$ cat src/rtl/moving_average_sink_if.sv
// Purpose: bundles the moving_average_sink filter-side inputs, read port and status outputs.
// Latency: n/a (wiring only).
// Backpressure: none here; rd_en/rd_valid and full/overflow carry flow state.
//
// Signals:
//   enable_n  filter enable, active-low (same net that gates moving_average)
//   Z         filter output sample
//   rd_en     read request from the consumer
//   rd_data   registered FIFO head, valid when rd_valid is high
//   rd_valid  one-cycle pulse per accepted read
//   empty/full/count   FIFO occupancy status
//   z_min/z_max        extremes of all captured samples since reset
//   overflow  sticky flag, a capture was dropped because the FIFO was full
//
// Modports: master = host/filter side (drives enable_n, Z, rd_en),
//           slave  = the sink itself.
interface moving_average_sink_if #(
    parameter int WIDTH  = 8,
    parameter int ADDR_W = 3
) ();
    logic              enable_n;
    logic [WIDTH-1:0]  Z;
    logic              rd_en;
    logic [WIDTH-1:0]  rd_data;
    logic              rd_valid;
    logic              empty;
    logic              full;
    logic [ADDR_W:0]   count;
    logic [WIDTH-1:0]  z_min;
    logic [WIDTH-1:0]  z_max;
    logic              overflow;

    modport master (
        output enable_n, Z, rd_en,
        input  rd_data, rd_valid, empty, full, count, z_min, z_max, overflow
    );

    modport slave (
        input  enable_n, Z, rd_en,
        output rd_data, rd_valid, empty, full, count, z_min, z_max, overflow
    );
endinterface

$ cat src/rtl/moving_average_sink.sv
// Purpose: captures moving_average output Z after the filter window has filled, into a FIFO.
// Latency: capture-to-FIFO 1 cycle; rd_en to rd_data/rd_valid 1 cycle.
// Backpressure: none toward the filter; a capture into a full FIFO is dropped and flags overflow.
//
// Ports:
//   Clk    system clock, everything on the rising edge
//   Reset  synchronous, active-high; overrides every other input
//   bus    moving_average_sink_if.slave: enable_n, Z, rd_en in;
//          rd_data, rd_valid, empty, full, count, z_min, z_max, overflow out
//
// The sink follows the filter's enable_n: the first TAPS-1 samples of every run
// are still filling the filter window, so they are discarded. After that every
// sample cycle is a capture. Dropping enable_n back high ends the run; FIFO
// contents and min/max survive, only the warm-up restarts.
module moving_average_sink #(
    parameter int WIDTH      = 8,
    parameter int TAPS       = 4,
    parameter int FIFO_DEPTH = 8,
    parameter int ADDR_W     = 3
) (
    input  logic                 Clk,
    input  logic                 Reset,
    moving_average_sink_if.slave bus
);

    // Warm counter only has to reach TAPS-1.
    localparam int WARM_W = (TAPS > 1) ? $clog2(TAPS) : 1;
    // Value of the warm counter on the sample that completes the warm-up
    // (that sample increments it to TAPS-1).
    localparam logic [WARM_W-1:0] WARM_PENULT = WARM_W'((TAPS > 2) ? (TAPS - 2) : 0);
    localparam logic [ADDR_W:0]   FULL_CNT    = (ADDR_W + 1)'(FIFO_DEPTH);

    typedef enum logic [1:0] {
        IDLE    = 2'd0,
        WARMUP  = 2'd1,
        CAPTURE = 2'd2
    } state_t;

    state_t              state;
    logic [WARM_W-1:0]   warm;

    logic [WIDTH-1:0]    mem [FIFO_DEPTH];
    logic [ADDR_W-1:0]   wr_ptr;
    logic [ADDR_W-1:0]   rd_ptr;
    logic [ADDR_W:0]     cnt;

    logic [WIDTH-1:0]    rd_data_q;
    logic                rd_valid_q;
    logic [WIDTH-1:0]    z_min_q;
    logic [WIDTH-1:0]    z_max_q;
    logic                overflow_q;

    logic                sample;
    logic                capture;
    logic                fifo_empty;
    logic                fifo_full;
    logic                pop;
    logic                push;
    logic                drop;

    assign fifo_empty = (cnt == '0);
    assign fifo_full  = (cnt == FULL_CNT);

    assign sample = ~bus.enable_n;

    // With a one-tap window there is nothing to fill: the very first sample
    // seen from IDLE is already a valid average.
    assign capture = sample && ((state == CAPTURE) || ((state == IDLE) && (TAPS == 1)));

    // A pop in the same cycle frees the slot a full FIFO needs for the push.
    // On an empty FIFO the pop is refused, so the push still goes ahead.
    assign pop  = bus.rd_en && !fifo_empty;
    assign push = capture && (!fifo_full || pop);
    assign drop = capture && !push;

    // Run-phase FSM: decides which sample cycles are discards and which are captures.
    always_ff @(posedge Clk) begin
        if (Reset) begin
            state <= IDLE;
            warm  <= '0;
        end else begin
            case (state)
                IDLE: begin
                    if (sample) begin
                        if (TAPS == 1) begin
                            state <= CAPTURE;
                            warm  <= '0;
                        end else begin
                            // This sample is discard number 1.
                            warm  <= WARM_W'(1);
                            state <= (TAPS == 2) ? CAPTURE : WARMUP;
                        end
                    end
                end
                WARMUP: begin
                    if (!sample) begin
                        state <= IDLE;
                        warm  <= '0;
                    end else begin
                        warm <= warm + WARM_W'(1);
                        if (warm == WARM_PENULT) begin
                            state <= CAPTURE;
                        end
                    end
                end
                CAPTURE: begin
                    if (!sample) begin
                        state <= IDLE;
                        warm  <= '0;
                    end
                end
                default: begin
                    state <= IDLE;
                    warm  <= '0;
                end
            endcase
        end
    end

    // FIFO control, read port and capture statistics.
    always_ff @(posedge Clk) begin
        if (Reset) begin
            wr_ptr     <= '0;
            rd_ptr     <= '0;
            cnt        <= '0;
            rd_data_q  <= '0;
            rd_valid_q <= 1'b0;
            z_min_q    <= '1;
            z_max_q    <= '0;
            overflow_q <= 1'b0;
        end else begin
            rd_valid_q <= pop;

            if (pop) begin
                rd_data_q <= mem[rd_ptr];
                rd_ptr    <= rd_ptr + ADDR_W'(1);
            end

            if (push) begin
                wr_ptr <= wr_ptr + ADDR_W'(1);
            end

            case ({push, pop})
                2'b10:   cnt <= cnt + (ADDR_W + 1)'(1);
                2'b01:   cnt <= cnt - (ADDR_W + 1)'(1);
                default: cnt <= cnt;
            endcase

            // Extremes track every capture, even ones the FIFO had to drop.
            if (capture) begin
                if (bus.Z < z_min_q) begin
                    z_min_q <= bus.Z;
                end
                if (bus.Z > z_max_q) begin
                    z_max_q <= bus.Z;
                end
            end

            if (drop) begin
                overflow_q <= 1'b1;
            end
        end
    end

    // Storage needs no reset: count gates every read of it. When full with a
    // simultaneous push and pop, both pointers are equal and the read above
    // sees the old head before this write lands.
    always_ff @(posedge Clk) begin
        if (push) begin
            mem[wr_ptr] <= bus.Z;
        end
    end

    assign bus.rd_data  = rd_data_q;
    assign bus.rd_valid = rd_valid_q;
    assign bus.empty    = fifo_empty;
    assign bus.full     = fifo_full;
    assign bus.count    = cnt;
    assign bus.z_min    = z_min_q;
    assign bus.z_max    = z_max_q;
    assign bus.overflow = overflow_q;

endmodule
$ cat src/flat_wrapper.sv
// flat-port wrapper written by rule: the top's interface ports become plain ports
module moving_average_sink_flat 
#(
    parameter int WIDTH      = 8,
    parameter int TAPS       = 4,
    parameter int FIFO_DEPTH = 8,
    parameter int ADDR_W     = 3
)
  (Clk, Reset, bus_enable_n, bus_Z, bus_rd_en, bus_rd_data, bus_rd_valid, bus_empty, bus_full, bus_count, bus_z_min, bus_z_max, bus_overflow);
  moving_average_sink_if #(.WIDTH(WIDTH), .ADDR_W(ADDR_W)) bus_i ();
  input  logic Clk;
  input  logic Reset;
  input wire logic [$bits(bus_i.enable_n)-1:0] bus_enable_n;
  input wire logic [$bits(bus_i.Z)-1:0] bus_Z;
  input wire logic [$bits(bus_i.rd_en)-1:0] bus_rd_en;
  output wire logic [$bits(bus_i.rd_data)-1:0] bus_rd_data;
  output wire logic [$bits(bus_i.rd_valid)-1:0] bus_rd_valid;
  output wire logic [$bits(bus_i.empty)-1:0] bus_empty;
  output wire logic [$bits(bus_i.full)-1:0] bus_full;
  output wire logic [$bits(bus_i.count)-1:0] bus_count;
  output wire logic [$bits(bus_i.z_min)-1:0] bus_z_min;
  output wire logic [$bits(bus_i.z_max)-1:0] bus_z_max;
  output wire logic [$bits(bus_i.overflow)-1:0] bus_overflow;
  assign bus_i.enable_n = bus_enable_n;
  assign bus_i.Z = bus_Z;
  assign bus_i.rd_en = bus_rd_en;
  assign bus_rd_data = bus_i.rd_data;
  assign bus_rd_valid = bus_i.rd_valid;
  assign bus_empty = bus_i.empty;
  assign bus_full = bus_i.full;
  assign bus_count = bus_i.count;
  assign bus_z_min = bus_i.z_min;
  assign bus_z_max = bus_i.z_max;
  assign bus_overflow = bus_i.overflow;
  moving_average_sink #(.WIDTH(WIDTH), .TAPS(TAPS), .FIFO_DEPTH(FIFO_DEPTH), .ADDR_W(ADDR_W)) u_core (.Clk(Clk), .Reset(Reset), .bus(bus_i));
endmodule
$ cat config.mk
export PLATFORM = sky130hd
export DESIGN_NAME = moving_average_sink_flat
export DESIGN_NICKNAME = d
export VERILOG_FILES = /design/src/rtl/moving_average_sink_if.sv /design/src/rtl/moving_average_sink.sv /design/src/flat_wrapper.sv
export SDC_FILE = /design/constraint.sdc
export NUM_CORES = 1
export LEC_CHECK = 0
export CAP_MARGIN = 20
export CORE_UTILIZATION = 55
export DETAILED_ROUTE_END_ITERATION = 8
export GPL_ROUTABILITY_DRIVEN = 1
export PLACE_DENSITY = 0.77
export SETUP_SLACK_MARGIN = 0.05
export SLEW_MARGIN = 40
export SYNTH_ARGS = -nofsm -noshare
export SYNTH_HDL_FRONTEND = slang
export SYNTH_SLANG_ARGS = --single-unit
$ cat constraint.sdc
create_clock -name Clk -period 3 [get_ports Clk]
set_input_delay 0.6 -clock Clk [delete_from_list [all_inputs] [get_ports Clk]]
set_output_delay 0.6 -clock Clk [all_outputs]
set_load 0.005 [all_outputs]
Yosys cells after proc, flatten, opt, wreduce, memory -nomap -nowiden
Memory sizes are Yosys's and may differ from the RTL's. A register that Yosys moved wholly into a read port is not among the register bits. Cells that the tools add are included. Widths: inputs -> output; s select.

$add $sub $neg: 5. Order comparisons: 2. Eq/ne operators: 9. Multiplexer cells: 10. Bitwise operators: 1. Reductions and logical operators: 15.

Operator list (number): $pmux 2 s3 (2); $mux 2 (5); $gt 8x8->1 (1); $lt 8x8->1 (1); $pmux 4 s2 (1); $add 3x1->3 const B (2); $eq 2x2->1 const B (3); $reduce_and 2->1 (3); $add 4x1->4 const B (1); $eq 2x1->1 const B (2); $eq 4x4->1 const B (1); $logic_and 1x1->1 (4); $logic_not 4->1 (1); $ne 2x2->1 const B (2); $sub 4x1->4 const B (1); $logic_not 1->1 (3); $ne 3x2->1 const B (1); $reduce_and 3->1 (1); $add 2x1->2 const B (1); $logic_not 2->1 (1); $mux 1 (2); $reduce_bool 2->1 (1); $logic_or 1x1->1 (1); $not 1->1 (1).

Register bits: 32. RAM bits: 64. Bits of input ports: 12. Output and inout bits: 32. Memories: 1.

Memory list: u_core.mem (depth 8, bits a word 8, rd ports 1, clocked after Yosys merged registers in 1, write ports 1, RTL line moving_average_sink.sv:42) `logic [WIDTH-1:0] mem [FIFO_DEPTH];`.

Logic depth before layout (Yosys ltp)
Depth in word-level cells: 7. Gate-level depth with buffers: 9. Mapped depth without buffers: 8.

Worst setup path after synthesis
Ideal clock, no wire load.

Kind: in2reg. Start: in bus_enable_n. End: reg u_core.cnt[3], in the netlist u_core.bus.count[3]. Data arrival time: 2.546 ns. Slack: 0.331 ns. Stages: 9. Cell sequence: buf_2 > or3b_2 > nand2_1 > inv_1 > ha_1 > a21o_2 > a21oi_1 > mux2i_1 > mux2_1.

Longest elaborated chain between the ends: 5. Elaborated cells between the ends (all ways): 7. Those cells by class: eq/ne (2); mux (1); bitwise (1); reduce/logical (3).

Ends and longest elaborated chain: start, declared (RTL line flat_wrapper.sv:13) `input wire logic [$bits(bus_i.enable_n)-1:0] bus_enable_n;`; $not 1->1 * (RTL line moving_average_sink.sv:64) `assign sample = ~bus.enable_n;`; $logic_and 1x1->1 * (RTL line moving_average_sink.sv:68) `assign capture = sample && ((state == CAPTURE) || ((state == IDLE) && (TAPS == 1)));`; $logic_and 1x1->1 * (RTL line moving_average_sink.sv:73) `assign push = capture && (!fifo_full || pop);`; $eq 2x1->1 / $eq 2x2->1 (equally long branches) (RTL line moving_average_sink.sv:143) `case ({push, pop})`; $pmux 4 s2 / $reduce_bool 2->1 (equally long branches); end signal, assigned (RTL line moving_average_sink.sv:144) `2'b10: cnt <= cnt + (ADDR_W + 1)'(1);`; end signal, assigned (RTL line moving_average_sink.sv:145) `2'b01: cnt <= cnt - (ADDR_W + 1)'(1);`; end signal, assigned (RTL line moving_average_sink.sv:146) `default: cnt <= cnt;`; end, declared (RTL line moving_average_sink.sv:45) `logic [ADDR_W:0] cnt;`.

Mark *: on every way between the ends. The rest lies on a longest branch, timed or not. A chain may end at the register's enable or synchronous reset.

Worst setup path after layout
Start: reg u_core.cnt[0], in the netlist u_core.bus.count[0]. End: out bus_full.

Longest elaborated chain between the ends: 1.

Ends and longest elaborated chain: $eq 4x4->1 (RTL line moving_average_sink.sv:62) `assign fifo_full = (cnt == FULL_CNT);`; end, declared (RTL line flat_wrapper.sv:19) `output wire logic [$bits(bus_i.full)-1:0] bus_full;`.

Every way passes these cells.

==> results.toml <==
[global_route]
grt_max_degree = 41
grt_overflow = 0
first_global_vias = 2693
grt_antenna_before_repair = 0
grt_pass1_wl_um = 13300
track_usage = 0.205

[floorplan]
die_w_um = 93.7
num_rows = 33
boundaryPins = 44
core_sq_um = 8180
die_h_um = 93.7
floorplan.initialDensity = 0.566
dieArea_sq_um = 8790

[layout]
fin_nets = 443
nFillCells = 604
postLayoutCellArea_sq_um = 5460
diodes = 0
seqCellArea_sq_um = 2720
syn_to_final_growth_pct = 17.9
final_common_cell = "edfxtp_1"
multi_input_area_sq_um = 1730
layout-drive-gt1-share = 0.159
final_cell_mix = "edfxtp_1 (64), nor2_1 (45), clkdlybuf4s50_1 (42)"

[synth]
syn_nets = 382
synthSimpleGateAreaFrac = 0.0984
synthTopCellsByArea = "edfxtp_1 (42%), dfxtp_1 (17%), mux4_2 (7.8%), mux2i_1 (5.6%), ha_1 (5.4%)"
synth_top_area_frac = 0.415
synth_fa_ha_area_frac = 0.0584
syn_area_sq_um = 4630
synth_top_family_by_area = "multiplexers"
syn_area_per_cell_sq_um = 13.3
yosys.area.top_type = "edfxtp_1"
synth-seq-cells = 104
synth-warning-count = 0
synthFlopType = "edfxtp_1"
synth.mux.area_fraction = 0.144
synthDistinctLibCells = 45
synthXorXnorAreaFrac = 0.0132
synth-compound-area-share = 0.0589
yosysSeqAreaShare = 0.588
async_flop_share = 0
synth_edf_count = 64
synthCells = 349

[clock_network]
numClockSinks = 104
numCtsBuffers = 9
clk_path_buf_depth = 2
post_cts_buffers = 0
clk_latency_ns = 0.35
holdBufCountCts = 0
cts_root_buf = "clkbuf_8"
ctsHtreeMaxLevel = 3
cts_tree = "done"
clkTransAtPathRegs_ns = 0.09
cts_resized = 0

[timing]
slew_headroom = 0.470
fin_setup_tns_ns = 0
report.final.slew_viol_count = 0
timing.fmax_ghz = 0.376
fin_hold_ws_ns = 0.482
tightest_slew_ns = 0.794
rsz0062_at_grt = "no"
finalHoldViolCount = 0
skew_ns = 0.00488
period_share = 0.887
period_minus_slack_ns = 2.66
setup_violations = 0
layout_setup_ws_ns = 0.339

[critical_path]
setup.worst_path.class = "register to primary output"
start_kind = "register"
cp.required_ns = 2.40
worstPathArrival_ns = 2.06
crit_path_end_kind = "primary output"
critPathMaxFanout = 8

[placed_design]
io_buffer_count = 43
dpl.hpwl_um = 5840
post_dp_cell_area_sq_um = 5280
gp_congestion = 0.807
pre_cts_slack_ns = 0.0339

[detailed_routing]
wl_per_cell_um = 15.6
via_per_inst = 5.39
drt_first_pass_iters = 4
vias = 2801
final_antenna_net_count = 0
wl_um = 8120
drtIter0Drc = 83
drcViolationCount = 0

[pwr]
vdd_drop_max_uv = 225
p_total_w = 0.00280
total_leakage_power_nw = 1.97
powerDensity_nw_per_um2 = 513

[outcome]
run_status = "completed"

[flow_run]
drv_cap = 0

[min_path]
hold_class = "register to register"
[kinds of logic (layout without fill, tap and decap cells)]
group                      count (synthesis)  count (layout)
muxes                                     46              46
AOI/OAI and AO/OA                         37              37
buffers and inverters                     41             107
and+or+nand+nor                           93              93
DFF                                      104             104
adders and majority gates                 21              21
xor gates and xnor gates                   7               7
[Yosys cell counts (4+ instances only)]
cell / instances
inv_1: 22
a211oi_1: 10
a21oi_1: 8
dfxtp_1: 40
mux2i_1: 26
ha_1: 20
mux4_2: 16
clkbuf_1: 7
nor2_1: 45
o211ai_1: 4
nor3_1: 7
edfxtp_1: 64
nand2_1: 7
nand2b_1: 20
buf_2: 6
xor2_1: 5
[flip-flops by register name, indices dropped and copies added (netlist names)]
signal	flops
u_core.mem	64
u_core.bus.z_max	8
u_core.warm	2
u_core.bus.count	4
u_core.bus.z_min	8
u_core.state	2
u_core.bus.rd_valid	1
u_core.bus.rd_data	8
u_core.rd_ptr	3
u_core.wr_ptr	3
u_core.bus.overflow	1
[worst max-delay path, stage by stage, from the launching register on]
cell,delay [ns]
dfxtp_1,0.40
or4b_1,0.69
inv_1,0.12
clkdlybuf4s50_1,0.50
[where the power goes]
group	total, W	internal [W]	switching [W]
combinational	0.000435	0.000236	0.000199
clock	0.000782	0.000341	0.000441
sequential	0.00158	0.00155	0.0000310
total	0.00280	0.00213	0.000671
[per-layer routing]
layer | track usage | share of wire | up-vias
met1 | 0.266 | 0.47 | 1349
met5 | 0 | 0 | -
met3 | 0.0494 | 0.033 | 9
met2 | 0.341 | 0.49 | 45
li1 | - | - | 1398
met4 | 0.0628 | 0.012 | 0
[per-stage QoR]
stage	std cells	utilization
after floorplan	349	-
after global placement	504	0.646
after detailed placement	504	0.646
after CTS	520	0.667
after global routing	520	0.667
final	520	0.667
[final timing paths]
check                              to  cells past startpoint  slack [ns]                start
setup / recovery             bus_full                      3        0.34  u_core.bus.count[0]
hold / removal    u_core.bus.overflow                      2        0.48  u_core.bus.overflow
setup reg to reg  u_core.bus.count[3]                      8        0.58      u_core.state[1]
hold reg to reg   u_core.bus.overflow                      2        0.48  u_core.bus.overflow
[area by class of cell]
type / count / area share
Multi-Input combinational cell: 204 / 0.316
Clock inverter: 4 / 0.00344
Timing Repair Buffer: 69 / 0.114
Clock buffer: 12 / 0.0284
Tap cell: 105 / 0.0241
Inverter: 22 / 0.0151
Sequential cell: 104 / 0.499
Note: power is estimated with default switching activity, not from simulation.
